`src/rtl/mdu_issue_arb_if.sv`:
```
// mdu_issue_arb_if: requester-side and MDU-side signal bundle for the MDU issue arbiter.
//
// Handshake semantics (both sides): a transfer happens on a rising clock edge where
// the valid signal (in_req[i] / mdu_req) and its ready (in_rdy[i] / mdu_rdy) are both
// high. A source holds valid and its payload stable until that edge. Ready may depend
// combinationally on valid; valid never depends on ready.
interface mdu_issue_arb_if #(
    parameter int NUM_REQ = 2,
    parameter int TAG_W   = 4
);
    // requester side
    logic [NUM_REQ-1:0]       in_req;
    logic [NUM_REQ-1:0]       in_rdy;
    logic [NUM_REQ*3-1:0]     in_opc;
    logic [NUM_REQ*32-1:0]    in_src1;
    logic [NUM_REQ*32-1:0]    in_src2;
    logic [NUM_REQ*TAG_W-1:0] in_tag;

    // MDU side
    logic             mdu_req;
    logic             mdu_rdy;
    logic [2:0]       mdu_opc;
    logic [31:0]      mdu_src1;
    logic [31:0]      mdu_src2;
    logic [TAG_W-1:0] mdu_tag;

    // environment view: reservation stations and the MDU
    modport master (
        output in_req, in_opc, in_src1, in_src2, in_tag, mdu_rdy,
        input  in_rdy, mdu_req, mdu_opc, mdu_src1, mdu_src2, mdu_tag
    );

    // arbiter view
    modport slave (
        input  in_req, in_opc, in_src1, in_src2, in_tag, mdu_rdy,
        output in_rdy, mdu_req, mdu_opc, mdu_src1, mdu_src2, mdu_tag
    );
endinterface

```
`src/rtl/mdu_issue_arb.sv`:
```
// mdu_issue_arb: shares the single multiply/divide unit among NUM_REQ reservation-station
// requesters. One pending operation per cycle is picked round-robin and captured in a
// one-entry issue register that drives the MDU req/rdy port until accepted.
//
// Build option: define MDU_ARB_FIXED_PRIO_EN for fixed priority (lowest index wins);
// the round-robin pointer is then removed and effectively reads 0.
module mdu_issue_arb #(
    parameter int NUM_REQ = 2,
    parameter int TAG_W   = 4
) (
    input  logic                clk,
    input  logic                rst,
    input  logic                flush,
    mdu_issue_arb_if.slave      bus,
    output logic [15:0]         issue_cnt
);
    localparam int PTR_W = (NUM_REQ > 1) ? $clog2(NUM_REQ) : 1;

    // issue register
    logic             r_valid;
    logic [2:0]       r_opc;
    logic [31:0]      r_src1;
    logic [31:0]      r_src2;
    logic [TAG_W-1:0] r_tag;
    logic [15:0]      r_cnt;

    // per-requester payload views
    logic [2:0]       w_opc_a  [NUM_REQ];
    logic [31:0]      w_src1_a [NUM_REQ];
    logic [31:0]      w_src2_a [NUM_REQ];
    logic [TAG_W-1:0] w_tag_a  [NUM_REQ];

    // arbitration results
    logic               w_load_ok;
    logic               w_found;
    logic               w_accept;
    logic               w_hs;
    logic [NUM_REQ-1:0] w_grant;
    logic [2:0]         w_opc;
    logic [31:0]        w_src1;
    logic [31:0]        w_src2;
    logic [TAG_W-1:0]   w_tag;

`ifndef MDU_ARB_FIXED_PRIO_EN
    logic [PTR_W-1:0]   r_ptr;
    logic [PTR_W-1:0]   w_ptr_nxt;
`endif

    for (genvar g = 0; g < NUM_REQ; g++) begin : g_unpack
        assign w_opc_a[g]  = bus.in_opc[3*g +: 3];
        assign w_src1_a[g] = bus.in_src1[32*g +: 32];
        assign w_src2_a[g] = bus.in_src2[32*g +: 32];
        assign w_tag_a[g]  = bus.in_tag[TAG_W*g +: TAG_W];
    end

    // The slot can take a new entry when empty or when the MDU takes the current one
    // this cycle; reset and flush block loading.
    assign w_load_ok = !rst && !flush && (!r_valid || bus.mdu_rdy);
    assign w_accept  = w_load_ok && w_found;
    assign w_hs      = r_valid && bus.mdu_rdy;

    assign bus.in_rdy   = w_load_ok ? w_grant : '0;
    assign bus.mdu_req  = r_valid;
    assign bus.mdu_opc  = r_opc;
    assign bus.mdu_src1 = r_src1;
    assign bus.mdu_src2 = r_src2;
    assign bus.mdu_tag  = r_tag;
    assign issue_cnt    = r_cnt;

    // Priority search starting at the pointer (or at 0 in fixed mode); first hit wins.
    always_comb begin : p_grant
        logic [PTR_W-1:0] v_idx;
        w_grant = '0;
        w_found = 1'b0;
        w_opc   = '0;
        w_src1  = '0;
        w_src2  = '0;
        w_tag   = '0;
        v_idx   = '0;
`ifndef MDU_ARB_FIXED_PRIO_EN
        w_ptr_nxt = r_ptr;
`endif
        for (int k = 0; k < NUM_REQ; k++) begin
`ifdef MDU_ARB_FIXED_PRIO_EN
            v_idx = PTR_W'(k);
`else
            v_idx = PTR_W'((int'(r_ptr) + k) % NUM_REQ);
`endif
            if (!w_found && bus.in_req[v_idx]) begin
                w_found        = 1'b1;
                w_grant[v_idx] = 1'b1;
                w_opc          = w_opc_a[v_idx];
                w_src1         = w_src1_a[v_idx];
                w_src2         = w_src2_a[v_idx];
                w_tag          = w_tag_a[v_idx];
`ifndef MDU_ARB_FIXED_PRIO_EN
                w_ptr_nxt      = PTR_W'((int'(v_idx) + 1) % NUM_REQ);
`endif
            end
        end
    end

    // Issue register and counter: flush drops the entry, a coincident MDU accept still counts.
    always_ff @(posedge clk) begin
        if (rst) begin
            r_valid <= 1'b0;
            r_opc   <= '0;
            r_src1  <= '0;
            r_src2  <= '0;
            r_tag   <= '0;
            r_cnt   <= '0;
        end else begin
            if (w_hs) begin
                r_cnt <= r_cnt + 16'd1;
            end
            if (flush) begin
                r_valid <= 1'b0;
            end else if (w_accept) begin
                r_valid <= 1'b1;
                r_opc   <= w_opc;
                r_src1  <= w_src1;
                r_src2  <= w_src2;
                r_tag   <= w_tag;
            end else if (w_hs) begin
                r_valid <= 1'b0;
            end
        end
    end

`ifndef MDU_ARB_FIXED_PRIO_EN
    // Round-robin pointer moves just past the winner on each accept; holds otherwise.
    always_ff @(posedge clk) begin
        if (rst) begin
            r_ptr <= '0;
        end else if (w_accept) begin
            r_ptr <= w_ptr_nxt;
        end
    end
`endif
endmodule

```
`src/flat_wrapper.sv`:
```
// flat-port wrapper written by rule: the top's interface ports become plain ports
module mdu_issue_arb_flat 
#(
    parameter int NUM_REQ = 2,
    parameter int TAG_W   = 4
)
  (clk, rst, flush, issue_cnt, bus_in_req, bus_in_opc, bus_in_src1, bus_in_src2, bus_in_tag, bus_mdu_rdy, bus_in_rdy, bus_mdu_req, bus_mdu_opc, bus_mdu_src1, bus_mdu_src2, bus_mdu_tag);
  mdu_issue_arb_if #(.NUM_REQ(NUM_REQ), .TAG_W(TAG_W)) bus_i ();
  input  logic clk;
  input  logic rst;
  input  logic flush;
  output logic [15:0] issue_cnt;
  input wire logic [$bits(bus_i.in_req)-1:0] bus_in_req;
  input wire logic [$bits(bus_i.in_opc)-1:0] bus_in_opc;
  input wire logic [$bits(bus_i.in_src1)-1:0] bus_in_src1;
  input wire logic [$bits(bus_i.in_src2)-1:0] bus_in_src2;
  input wire logic [$bits(bus_i.in_tag)-1:0] bus_in_tag;
  input wire logic [$bits(bus_i.mdu_rdy)-1:0] bus_mdu_rdy;
  output wire logic [$bits(bus_i.in_rdy)-1:0] bus_in_rdy;
  output wire logic [$bits(bus_i.mdu_req)-1:0] bus_mdu_req;
  output wire logic [$bits(bus_i.mdu_opc)-1:0] bus_mdu_opc;
  output wire logic [$bits(bus_i.mdu_src1)-1:0] bus_mdu_src1;
  output wire logic [$bits(bus_i.mdu_src2)-1:0] bus_mdu_src2;
  output wire logic [$bits(bus_i.mdu_tag)-1:0] bus_mdu_tag;
  assign bus_i.in_req = bus_in_req;
  assign bus_i.in_opc = bus_in_opc;
  assign bus_i.in_src1 = bus_in_src1;
  assign bus_i.in_src2 = bus_in_src2;
  assign bus_i.in_tag = bus_in_tag;
  assign bus_i.mdu_rdy = bus_mdu_rdy;
  assign bus_in_rdy = bus_i.in_rdy;
  assign bus_mdu_req = bus_i.mdu_req;
  assign bus_mdu_opc = bus_i.mdu_opc;
  assign bus_mdu_src1 = bus_i.mdu_src1;
  assign bus_mdu_src2 = bus_i.mdu_src2;
  assign bus_mdu_tag = bus_i.mdu_tag;
  mdu_issue_arb #(.NUM_REQ(NUM_REQ), .TAG_W(TAG_W)) u_core (.clk(clk), .rst(rst), .flush(flush), .bus(bus_i), .issue_cnt(issue_cnt));
endmodule
```
`config.mk`:
```
export PLATFORM = sky130hd
export DESIGN_NAME = mdu_issue_arb_flat
export DESIGN_NICKNAME = d
export VERILOG_FILES = /design/src/rtl/mdu_issue_arb_if.sv /design/src/rtl/mdu_issue_arb.sv /design/src/flat_wrapper.sv
export SDC_FILE = /design/constraint.sdc
export NUM_CORES = 1
export LEC_CHECK = 0
export CORE_MARGIN = 2
export CORE_UTILIZATION = 39
export CTS_CLUSTER_DIAMETER = 40
export DETAILED_ROUTE_END_ITERATION = 12
export HOLD_SLACK_MARGIN = 0.08
export PLACE_DENSITY = 0.95
export SETUP_SLACK_MARGIN = 0.4
export SLEW_MARGIN = 20
export SYNTH_ARGS = -nofsm -noshare
export SYNTH_HDL_FRONTEND = slang
export SYNTH_SLANG_ARGS = --single-unit
```
`constraint.sdc`:
```
create_clock -name clk -period 3.7 [get_ports clk]
set_clock_uncertainty 0.05 [all_clocks]
set_input_delay 0.74 -clock clk [delete_from_list [all_inputs] [get_ports clk]]
set_output_delay 0.74 -clock clk [all_outputs]
set_load 0.005 [all_outputs]
```
Yosys cells after proc, flatten, opt, wreduce, memory -nomap -nowiden

Index checks and enable logic that the tools add are counted.

Flip-flop bits (word level): 89
Input port bits: 148
Output and inout port bits: 90
Logic and storage cells: 86

$add $sub $neg: 3
$lt $le $gt $ge: 6
Mux-type cells: 49
Bitwise gates (word level): 4
Reductions and logical operators: 17

Operator list:

| operator              | number |
|---|---|
| $mux 32               | 16 |
| $mux 4                | 8 |
| $mux 3                | 8 |
| $add 16x1->16 const B | 1 |
| $mux 1                | 12 |
| $logic_and 1x1->1     | 7 |
| $mux 2                | 3 |
| $ge 2x2->1 const B    | 2 |
| $logic_not 1->1       | 4 |
| $lt 1x2->1 const B    | 2 |
| $not 1->2             | 2 |
| $reduce_and 2->1      | 2 |
| $reduce_bool 2->1     | 2 |
| $add 1x1->1 const B   | 2 |
| $demux 1 s1           | 2 |
| $ge 1x1->1 const B    | 2 |
| $or 2x2->2            | 1 |
| $reduce_or 2->1       | 1 |
| $logic_or 1x1->1      | 1 |
| $not 1->1             | 1 |

Logic depth before layout (Yosys ltp)

Gate-level depths: netlist of run 1.

Word-level depth: 8
Gate-level depth with buffers: 7
Depth with buffers taken out: 4

Least setup slack after synthesis of run 1

OpenSTA, ideal clock, no wires.

Kind: input to output
Start point: input bus_in_req[1]
End point: output bus_in_rdy[0]
Arrival: 1510 ps
Data required time: 2910 ps
Slack: 1400 ps
Stages on the path: 5
Buffers on the path: 2
Path through: nand2_1 -> and2_1 -> buf_2 -> clkbuf_1 -> nor2b_1

Longest elaborated chain between the ends: 7
Elaborated cells on any way between the ends: 11
Classes of those cells: mux (8); bitwise (1); reduce/logical (2)

Ends and longest elaborated chain:

| what                                       | line                | RTL |
|---|---|---|
| start: declaration                         | flat_wrapper.sv:13  | `input wire logic [$bits(bus_i.in_req)-1:0] bus_in_req;` |
| $mux 1 (not written as such) (2 in series) | mdu_issue_arb.sv:89 | `if (!w_found && bus.in_req[v_idx]) begin` |
| $mux 1                                     | mdu_issue_arb.sv:89 |  |
| $logic_not 1->1                            | mdu_issue_arb.sv:89 |  |
| $logic_and 1x1->1                          | mdu_issue_arb.sv:89 |  |
| $mux 2 (*)                                 | mdu_issue_arb.sv:89 |  |
| $mux 2 (*)                                 | mdu_issue_arb.sv:62 | `assign bus.in_rdy = w_load_ok ? w_grant : '0;` |
| end: declaration                           | flat_wrapper.sv:19  | `output wire logic [$bits(bus_i.in_rdy)-1:0] bus_in_rdy;` |

Every way passes the cells marked *; elsewhere a longest branch is shown, timed or not. The select of a mux whose other input is x is not followed.

Final worst setup path of run 1

Start point: input bus_mdu_rdy
End point: output bus_in_rdy[1]

Longest elaborated chain between the ends: 3

Ends and longest elaborated chain:

| what               | line                | RTL |
|---|---|---|
| start: declaration | flat_wrapper.sv:18  | `input wire logic [$bits(bus_i.mdu_rdy)-1:0] bus_mdu_rdy;` |
| $logic_or 1x1->1   | mdu_issue_arb.sv:58 | `assign w_load_ok = !rst && !flush && (!r_valid \|\| bus.mdu_rdy);` |
| $logic_and 1x1->1  | mdu_issue_arb.sv:58 |  |
| $mux 2             | mdu_issue_arb.sv:62 |  |

Every way passes these cells.

==> results of run 1 <==
## cell usage in the layout (no fill, tap or decap), types with 6 or more instances in the layout
cell	count
a21oi_1	6
clkdlybuf4s50_1	236
a221oi_1	71
xor2_1	10
nor2_1	83
dfxtp_1	89
nor3_1	72
nand2_1	8
nand3_1	6
clkbuf_8	10
## sequential cells by signal, summed over array words and instances (netlist names)
name	count
u_core.bus.mdu_tag	4
u_core.bus.mdu_src1	32
u_core.bus.mdu_src2	32
u_core.bus.mdu_req	1
u_core.issue_cnt	16
u_core.r_ptr	1
u_core.bus.mdu_opc	3
## logic make-up after synthesis
logic type	after synthesis	share of synthesized area [%]
AO/OA/AOI/OAI	85	19.0
XOR/XNOR	10	2.38
adder cells (fa/ha/maj)	1	0.339
buffers and inverters	45	5.06
flip-flops	89	48.3
AND/OR/NAND/NOR	194	24.9
## through the flow
stage	utilization (%)	cells	instance area (sq um)	power (mW)	worst slack (ns)
after floorplan	-	424	3690	1.21	1.40
after CTS	68.6	751	6310	2.25	0.536
final	68.6	751	6310	2.23	0.525
after global placement	66.2	735	6090	1.50	0.580
after detailed placement	66.2	735	6090	1.52	0.560
after global routing	68.6	751	6310	2.34	0.411
## how the worst max path moves through the flow
stage,to,slack (ns)
finish,bus_in_rdy[1],0.52
global route,bus_in_rdy[1],0.41
CTS,bus_in_rdy[1],0.54
detailed placement,bus_in_rdy[1],0.56
global placement,bus_in_rdy[1],0.58
floorplan,bus_in_rdy[0],1.40
## worst register-to-register path, delay by kind of cell (launching register included)
family,cells,cell delay [ns]
simple gates,3,0.69
buf+inv,1,0.40
flops,1,0.37
compound gates,1,0.30
## power groups by stage
stage,sequential [mW],clock (mW),combinational [mW]
floorplan,1.06,0,0.148
global placement,1.06,0,0.440
detailed placement,1.06,0,0.457
CTS,1.04,0.756,0.459
global route,1.05,0.797,0.493
finish,1.04,0.734,0.457
## area by class of cell
class / instances / area (sq um)
clock buffer: 12 / 145
clock inverter: 4 / 76.3
fill: 670 / 2880
inverter: 2 / 7.51
multi-input combinational: 290 / 1740
sequential: 89 / 1780
tap: 111 / 139
timing repair buffer: 243 / 2420
## metal layers
metal  global-route usage [%]  wire length, um  vias to the layer above
li1                         -                -                     1996
met1                     27.1             4690                     2001
met2                     45.2             6970                      200
met3                     8.14              973                       32
met4                     9.25              375                        0
met5                        0                0                        -
==> impl_metrics.toml, run 1 <==
[setup_path]
crit_required_ns = 2.91
r2r_start = "u_core.bus.mdu_req"
r2r_slack_ns = 1.72
path_depth = 5
crit_fanout = 6
setup.worst_path.start_class = "input pin"
crit_buf_inv = 2
worstSetupStartpoint = "bus_mdu_rdy"
reg2reg_depth = 5
crit_path_max_incr_delay_ns = 0.58
cp-end-kind = "primary output"
cpMostUsedCell = "clkdlybuf4s50_1"
path_delay_family = "buffers and inverters"
r2r-end = "u_core.bus.mdu_src2[2]"
cp_slowest_cell = "clkdlybuf4s50_1"
criticalPathCategory = "in2out"
cp_cell_sequence = "clkdlybuf4s50_1, nand2b_1, nand2_1, nor2b_1, clkdlybuf4s50_1"
cp.arrival_ns = 2.39

[timing]
hold_viol_final = 0
final.setup.tns_ns = 0
setup_viol = 0
finalCriticalPeriod_ns = 3.18
fin_crit_sh_pct = 85.8
tightestPinTransition_ns = 0.910
slew_headroom_pct = 39.3
slew_violations = 0
rsz0062_at_grt = "no"
fmax_ghz = 0.315
whs_ns = 0.448

[floorplan]
die_x_um = 101
rows = 35
io_pins = 238
coreArea_sq_mm = 0.00920
die_area_sq_mm = 0.0102
initial_core_util_pct = 40.1
die_h_um = 101

[synth]
syn_nets = 573
avgSynthCellArea_sq_um = 8.70
synth-seq-cells = 89
synthArstFlopShare_pct = 0
ys_seq_area_share_pct = 48.3
postSynthCellCount = 424
yosysMostFrequentCell = "dfxtp_1"
syn_area_sq_mm = 0.00369
synth_top_flop_cell = "dfxtp_1"
yosysTopAreaCellShare_pct = 48.3
ys_warn_count = 0
yosysUniqueCellTypes = 33
synth_edf_count = 0
synth_area_leader_cell = "dfxtp_1"
synthTopCellsByArea = "dfxtp_1 (48%), a221oi_1 (17%), nor3_1 (9.8%)"
synth_common_cells = "dfxtp_1 (89), nor2_1 (83), nor3_1 (72)"

[clock_network]
clock_latency_ns = 0.34
cts-buffers-inserted = 9
cts_tree = "done"
root_buffer = "clkbuf_8"
ctsResizeCount = 0
h-tree-depth = 3
cts.sinks = 89
holdBufCountCts = 0
clockBufferDepth = 2
cts_setup_buffers = 0
clk_pin_slew_ns = 0.08

[hold_path]
whs_endpoint = "u_core.bus.mdu_src1[3]"
hold_path_depth = 2
min_path_type = "reg2reg"
hold_start = "u_core.bus.mdu_src1[3]"

[final_layout]
area_growth_pct = 71.2
layout-drive-gt1-share_pct = 4.84
num-nets-final = 784
diodes = 0

[power_and_ir_drop]
share_comb_of_total_power_pct = 20.5
clockPowerShare_pct = 32.9
p_per_area_mw_per_mm2 = 353
switching_share_pct = 24.2
switching_power_mw = 0.541
p_leak_nw = 2.21
p_int_mw = 1.69
p_seq_share_pct = 46.6
vdd_drop_max_mv = 0.204

[global_route]
grt_use_total_pct = 25.0
grt_max_degree = 89
grt_pass1_wl_um = 20600
overflow = 0
grt_pass1_vias = 4328
antenna_found_initial = 0

[run]
maxCapViolCount = 0

[placed_design]
post-dp-hpwl_um = 9550
finalWeightedCongestion = 0.783
io_buffers = 237

[status]
status = "completed"

[route]
viasPerCell = 5.63
vias = 4229
drt-pass1-iter-count = 4
drc_errors = 0
wl_um = 13000
drtAntennaViolNets = 0
drt-initial-drc-count = 149
wl_per_cell_um = 17.3
Power figures use the tool's default switching activity.
==> inputs of run 2 (changes only) <==
CTS_CLUSTER_DIAMETER = 60   (was 40)
MAX_ROUTING_LAYER = met4   (was unset)
==> run 2 against run 1 <==
Clock-buffer cell count stayed put. Clock power is 0.7% higher. Critical path depth stayed put. Via count is 0.61% higher. Global-route usage is 0.73 points higher. Core utilization stayed put. Non-clock buffer count stayed put. Total power is 0.20% higher. Critical path type unchanged. Critical endpoint unchanged. Largest power group unchanged.
==> impl_metrics.toml, run 2 (same netlist as run 1, synthesis figures left out) <==
[setup_path]
cp.arrival_ns = 2.38
cp_slowest_cell = "clkdlybuf4s50_1"
r2r_start = "u_core.bus.mdu_req"
crit_buf_inv = 2
cpMostUsedCell = "clkdlybuf4s50_1"
setup.worst_path.start_class = "input pin"
r2r-end = "u_core.bus.mdu_src2[2]"
crit_path_max_incr_delay_ns = 0.58
path_delay_family = "buffers and inverters"
cp-end-kind = "primary output"
criticalPathCategory = "in2out"
crit_required_ns = 2.91
reg2reg_depth = 5
cp_cell_sequence = "clkdlybuf4s50_1, nand2b_1, nand2_1, nor2b_1, clkdlybuf4s50_1"
r2r_slack_ns = 1.74
crit_fanout = 6

[power_and_ir_drop]
vdd_drop_max_mv = 0.204
p_per_area_mw_per_mm2 = 354
p_leak_nw = 2.21

[hold_path]
hold_start = "u_core.bus.mdu_src1[3]"
min_path_type = "reg2reg"
hold_path_depth = 2
whs_endpoint = "u_core.bus.mdu_src1[3]"

[placed_design]
finalWeightedCongestion = 0.794
post-dp-hpwl_um = 9550
io_buffers = 237
pre_cts_ws_ns = 0.560

[clock_network]
h-tree-depth = 3
cts.sinks = 89
root_buffer = "clkbuf_8"
clockBufferDepth = 2
clk_pin_slew_ns = 0.08
cts-buffers-inserted = 9
cts_tree = "done"
ctsResizeCount = 0
holdBufCountCts = 0
cts_setup_buffers = 0
clock_latency_ns = 0.35

[route]
drt-pass1-iter-count = 4
wl_um = 13000
vias = 4255
viasPerCell = 5.67
wl_per_cell_um = 17.2
drt-initial-drc-count = 152
drtAntennaViolNets = 0
drc_errors = 0

[final_layout]
diodes = 0
final_core_util_pct = 68.6
num-nets-final = 784
multi_input_area_sq_mm = 0.00174
final_cell_mix = "clkdlybuf4s50_1 (236), dfxtp_1 (89), nor2_1 (83)"
area_growth_pct = 71.2
fill_cells = 670
layout-drive-gt1-share_pct = 4.84
regArea_sq_mm = 0.00178
layout_commonest_cell = "clkdlybuf4s50_1"

[timing]
rsz0062_at_grt = "no"
setup_ws_ns = 0.533
fin_crit_sh_pct = 85.6
tightestPinTransition_ns = 0.908
final.setup.tns_ns = 0
slew_headroom_pct = 39.5
fmax_ghz = 0.316
setup_viol = 0
finalCriticalPeriod_ns = 3.17
whs_ns = 0.447
slew_violations = 0
hold_viol_final = 0

[global_route]
grt_max_degree = 89
top_usage_layer = "met2"
grt_use_total_pct = 25.7
use_met3_pct = 6.21
use_met1_pct = 27.6
antenna_found_initial = 0
grt_pass1_wl_um = 20500
grt_pass1_vias = 4352
grtUsageMet2_pct = 45.4
overflow = 0

[floorplan]
die_area_sq_mm = 0.0102
coreArea_sq_mm = 0.00920
io_pins = 238
initial_core_util_pct = 40.1
die_h_um = 101
rows = 35
die_x_um = 101

[run]
maxCapViolCount = 0

[status]
status = "completed"
==> run 2: worst min-delay path, delay by kind of cell (launching register included) <==
kind / cells / cell delay [ns]
and+or+nand+nor: 2 / 0.14
DFF: 1 / 0.31
==> run 2: worst max-delay path by stage <==
stage,to,depth (start not counted),from
floorplan,bus_in_rdy[0],5,bus_in_req[1]
global route,bus_in_rdy[1],5,bus_mdu_rdy
detailed placement,bus_in_rdy[1],5,bus_mdu_rdy
CTS,bus_in_rdy[1],5,bus_mdu_rdy
finish,bus_in_rdy[1],5,bus_mdu_rdy
global placement,bus_in_rdy[1],5,bus_mdu_rdy
==> run 2: power breakdown <==
part | switching, mW | internal, mW
Sequential | 0.0296 | 1.01
Clock | 0.338 | 0.401
Combinational | 0.178 | 0.279
Total | 0.545 | 1.69
==> run 2: routing by layer <==
layer  up-vias  wire [um]  part of all wire [%]
met1      2015       4750                    37
met2       207       6870                    53
met4         0        414                   3.2
li1       1997          -                     -
met5         -          0                     0
met3        36        914                   7.1
==> run 2: metrics by stage <==
| stage | total power [mW] | cell area [sq um] | std cells |
|---|---|---|---|
| after CTS | 2.25 | 6310 | 751 |
| after global routing | 2.33 | 6310 | 751 |
| after global placement | 1.50 | 6090 | 735 |
| after detailed placement | 1.52 | 6090 | 735 |
| final | 2.24 | 6310 | 751 |
| after floorplan | 1.21 | 3690 | 424 |
==> run 2: layout make-up <==
class / count / area share (%)
inverters: 2 / 0.119
repair buffers: 243 / 38.4
well taps: 111 / 2.20
multi-input cells: 290 / 27.5
flip-flops and latches: 89 / 28.2
clock buffers: 12 / 2.30
clock inverters: 4 / 1.21
